$ cat src/rtl/cv32e40p_apu_resp_buf.sv
// cv32e40p_apu_resp_buf: credit-gated FPU request forwarding with an in-order response FIFO,
// flush-driven discard of in-flight results and a sticky unexpected-response error.
module cv32e40p_apu_resp_buf #(
    parameter int DEPTH   = 4,
    parameter int DATA_W  = 32,
    parameter int FLAGS_W = 5,
    parameter int TAG_W   = 4
) (
    input  logic               clk_i,
    input  logic               rst_i,
    input  logic               req_i,
    input  logic [TAG_W-1:0]   tag_i,
    output logic               gnt_o,
    output logic               fpu_req_o,
    input  logic               fpu_gnt_i,
    input  logic               fpu_rvalid_i,
    input  logic [DATA_W-1:0]  fpu_rdata_i,
    input  logic [FLAGS_W-1:0] fpu_rflags_i,
    input  logic [TAG_W-1:0]   fpu_tag_i,
    output logic               rvalid_o,
    input  logic               rready_i,
    output logic [DATA_W-1:0]  rdata_o,
    output logic [FLAGS_W-1:0] rflags_o,
    output logic [TAG_W-1:0]   rtag_o,
    input  logic               flush_i,
    output logic               busy_o,
    output logic               err_o
);
    localparam int PW  = $clog2(DEPTH);
    localparam int CW  = $clog2(DEPTH) + 1;
    localparam int SW  = CW + 1;
    localparam int EW  = DATA_W + FLAGS_W + TAG_W;
    localparam logic [SW-1:0] DEPTH_S = SW'(DEPTH);

    logic [CW-1:0] inflight_q, inflight_d, count_q, count_d, discard_q, discard_d;
    logic [PW-1:0] wptr_q, wptr_d, rptr_q, rptr_d;
    logic          err_q, err_d;
    logic [EW-1:0] mem_q [DEPTH];
    logic [SW-1:0] occ;
    logic          credit_ok, resp_ok, push, pop;
    logic          unused_tag;

    // The tag travels to the FPU alongside the request; nothing here keeps it.
    assign unused_tag = ^tag_i;

    // Reserved slots (in flight + buffered) never exceed DEPTH, so every response has room.
    assign occ       = {1'b0, inflight_q} + {1'b0, count_q};
    assign credit_ok = rst_i | ((occ < DEPTH_S) & ~flush_i);
    assign fpu_req_o = req_i & credit_ok;
    assign gnt_o     = fpu_req_o & fpu_gnt_i;

    assign resp_ok = fpu_rvalid_i & (inflight_q != '0);
    assign push    = resp_ok & ~flush_i & (discard_q == '0);
    assign pop     = rvalid_o & rready_i & ~flush_i;

    always_comb begin
        inflight_d = inflight_q + CW'(gnt_o) - CW'(resp_ok);
        discard_d  = flush_i ? inflight_d : discard_q - CW'(resp_ok & (discard_q != '0));
        count_d    = flush_i ? '0 : count_q + CW'(push) - CW'(pop);
        wptr_d     = flush_i ? '0 : wptr_q + PW'(push);
        rptr_d     = flush_i ? '0 : rptr_q + PW'(pop);
        err_d      = err_q | (fpu_rvalid_i & (inflight_q == '0));
    end

    always_ff @(posedge clk_i or posedge rst_i) begin
        if (rst_i) begin
            inflight_q <= '0;
            count_q    <= '0;
            discard_q  <= '0;
            wptr_q     <= '0;
            rptr_q     <= '0;
            err_q      <= 1'b0;
        end else begin
            inflight_q <= inflight_d;
            count_q    <= count_d;
            discard_q  <= discard_d;
            wptr_q     <= wptr_d;
            rptr_q     <= rptr_d;
            err_q      <= err_d;
        end
    end

    always_ff @(posedge clk_i) begin
        if (push) mem_q[wptr_q] <= {fpu_rdata_i, fpu_rflags_i, fpu_tag_i};
    end

    assign {rdata_o, rflags_o, rtag_o} = mem_q[rptr_q];
    assign rvalid_o = count_q != '0;
    assign busy_o   = (inflight_q != '0) | (count_q != '0);
    assign err_o    = err_q;
endmodule

$ cat config.mk
export PLATFORM = sky130hd
export DESIGN_NAME = cv32e40p_apu_resp_buf
export DESIGN_NICKNAME = d
export VERILOG_FILES = /design/src/rtl/cv32e40p_apu_resp_buf.sv
export SDC_FILE = /design/constraint.sdc
export NUM_CORES = 1
export LEC_CHECK = 0
export ABC_AREA = 1
export CAP_MARGIN = 40
export CORE_MARGIN = 2
export CORE_UTILIZATION = 45
export CTS_CLUSTER_SIZE = 25
export DETAILED_ROUTE_END_ITERATION = 7
export PLACE_DENSITY_LB_ADDON = 0.12
export RECOVER_POWER = 100
export SLEW_MARGIN = 20
export SYNTH_ARGS = -nofsm -noshare
export SYNTH_HDL_FRONTEND = slang
export SYNTH_SLANG_ARGS = --single-unit
export TNS_END_PERCENT = 30
$ cat constraint.sdc
create_clock -name clk_i -period 8.4 [get_ports clk_i]
set_input_delay 2.52 -clock clk_i [delete_from_list [all_inputs] [get_ports clk_i]]
set_output_delay 2.52 -clock clk_i [all_outputs]
set_load 0.02 [all_outputs]
==> flow_summary.ini <==
[outcome]
status = finished with violations
violations = capacitance limit, slew limit

[drt]
dr.first_iter.drc_count = 254
drt-wirelength-per-cell_um = 17.0
vias = 4207
route.detailed.drc = 0
detail-route-antenna-nets = 0
viasPerCell = 5.27
first_pass_iters = 4
routed_wl_um = 13600

[global_route]
use_met1_pct = 22.1
busiest_layer = met2
grt_pass1_vias = 4085
grtUsageMet3_pct = 4.47
grt_util_met2_pct = 28.5
track_usage_pct = 17.1
grt_pass1_wl_um = 20900
grt_max_degree = 84
overflow = 0
antenna_found_initial = 0

[placed_design]
dp_hpwl_um = 7680
portBuffers = 93
gp_congestion = 0.753
pre_cts_slack_ns = 1.57

[sta]
fin_skew_ns = 0.00392
worstMarginPinSlew_ns = 2.37
max_slew_margin_pct = -58.3
layout_setup_ws_ns = 1.44
setup_viol = 0
fin_crit_ns = 6.96
post-route-period-util_pct = 82.8
fmax_mhz = 144
rsz0062_at_grt = no
setup_tns_ns = 0
finalHoldViolCount = 0
finalMaxSlewViolations = 115

[clock_tree]
numCtsBuffers = 17
cts_tree = yes
cts_resized = 0
cts_setup_buffers = 0
cts.reportedPaths.clkPinSlew_ns = 0.06
clockBufferDepth = 2
cts-root-buf = clkbuf_16
clock_latency_ns = 0.42
clock-sinks = 178
holdBufCountCts = 0
h-tree-depth = 4

[finish]
drive_gt1_share_pct = 6.07
seqCellArea_um2 = 5280
n_antenna_cell = 0
nets = 661
area_growth_syn_to_layout_pct = 24.0
multiInputGateArea_um2 = 1380
fillers = 1198

[logic_synthesis]
synth.distinct_cells = 24
synth_fp_nets = 562
ys_seq_area_share_pct = 76.0
syn_avg_cell_area_um2 = 13.9
synth_area_um2 = 6940
postSynthRegisterBits = 178
yosysWarnings = 0
syn_inst = 498

[worst_setup_path]
cpPeakStageDelay_ns = 0.70
cpMaxStageDelayCell = dlygate4sd3_1
cp.depth = 7
end_kind = output port
cp_cell_sequence = dlygate4sd3_1, nor2_1, nand3_1, nand2_1, nand2_1, nor2_1, dlygate4sd3_1
cp-start-kind = input pin
reg2reg_depth = 5
cp.arrival_ns = 4.44
criticalPathCategory = in -> out
path_max_fanout = 12
cp.required_ns = 5.88
path_delay_family = buffers and inverters
crit_buf_inv = 2

[pwr]
power.ir.vdd_worst_uv = 135
pwr_density_cell_nw_per_um2 = 271
leakagePower_nw = 3.01

[floorplanning]
start_util_pct = 45.8
die_x_um = 128
die_area_um2 = 16400
rows = 45
coreArea_um2 = 15100
die_y_um = 128
ios = 98

[flow_run]
maxCapViolations = 3

[hold_path]
hp-class = reg -> reg
hold_depth = 1
registers in the layout, summed over array words and instances, names as in the netlist:
name and count:
rptr_q 2, err_o 1, count_q 3, discard_q 3, mem_q 164, wptr_q 2
inflight_q 3
placed cells by master (no fill, tap or decap):
cell             synthesis  layout
a21o_1                   1       1
inv_6                    0       5
ha_1                    10      10
edfxtp_1               164     164
nand3_1                  3       3
xnor2_1                  1       1
nor3_2                   1       1
dfrtp_1                 14      12
nor3_1                   5       5
fa_1                     2       2
clkinv_1                 0       1
bufinv_16                0       3
dlygate4sd3_1            0      87
o21ai_1                 39      39
clkbuf_16                0      17
xor2_1                   2       2
dfrtp_2                  0       2
o21ai_0                 46      46
buf_16                   0       1
nand2_1                 22      22
o22ai_1                 41      41
clkbuf_1                 0      10
clkinvlp_4               0       4
clkdlybuf4s50_1          0       6
clkinv_4                 0       1
nor2_1                  95      95
nand3b_1                 1       1
inv_1                   23      24
a21oi_1                  1       1
buf_4                    3       2
clkinv_2                 0       1
stage by stage:
stage	cells	util, %	power [mW]	hold WS, ns	area (um^2)
6_report	798	56.8	2.33	0.454	8600
5_1_grt	798	56.8	2.44	0.485	8600
4_1_cts	797	57.0	2.38	0.465	8630
3_5_place_dp	765	53.0	1.58	0.446	8030
3_3_place_gp	765	53.0	1.57	0.444	8030
2_1_floorplan	498	-	1.38	0.542	6940
power by group:
| group | internal (mW) | leakage [nW] | switching [mW] |
|---|---|---|---|
| logic | 0.193 | 1.08 | 0.302 |
| registers | 1.02 | 1.65 | 0.0239 |
| clock network | 0.471 | 0.285 | 0.329 |
| total | 1.68 | 3.01 | 0.654 |
routing by layer:
metal | wire, um | part of all wire [%]
met4 | 181 | 1.3
met3 | 521 | 3.8
met1 | 6280 | 46
met2 | 6610 | 49
met5 | 0 | 0
logic make-up (layout without fill, tap and decap cells):
group                      Yosys count  in the layout  share of synthesized area [%]
AOI/OAI and AO/OA                  128            128                           10.0
buffers and inverters               50            162                           4.04
DFF                                178            178                           76.0
and+or+nand+nor                    127            127                           7.16
xor gates and xnor gates             3              3                          0.379
adders and majority gates           12             12                           2.38
cell usage after synthesis (all sizes together):
cell type / instances / area, um^2
nor3: 6 / 35.0
xnor2: 1 / 8.76
ha: 10 / 125
nor2: 95 / 357
a21oi: 1 / 5.00
dfrtp: 14 / 350
buf: 24 / 180
nand2: 22 / 82.6
a21o: 1 / 7.51
o22ai: 41 / 257
nand3: 3 / 15.0
fa: 2 / 40.0
edfxtp: 164 / 4920
xor2: 2 / 17.5
clkbuf: 2 / 10.0
o21ai: 85 / 425
inv: 24 / 90.1
nand3b: 1 / 7.51
final cells by class:
class	count	area share (%)
clock inverters	15	2.11
clock buffers	17	4.94
multi-input cells	270	16.1
flip-flops and latches	178	61.3
repair buffers	106	11.8
inverters	24	1.05
well taps	188	2.73
path summary, 6_finish.rpt:
check                         startpoint      endpoint  slack, ns
min in group asynchronous          rst_i         err_o       2.59
max                              flush_i         gnt_o       1.44
min                                err_o         err_o       0.45
min reg2reg                        err_o         err_o       0.45
max reg2reg                inflight_q[1]  mem_q[3][37]       5.67
max in group asynchronous          rst_i     rptr_q[0]       5.41
No activity file was read; power rests on OpenSTA's default activity.
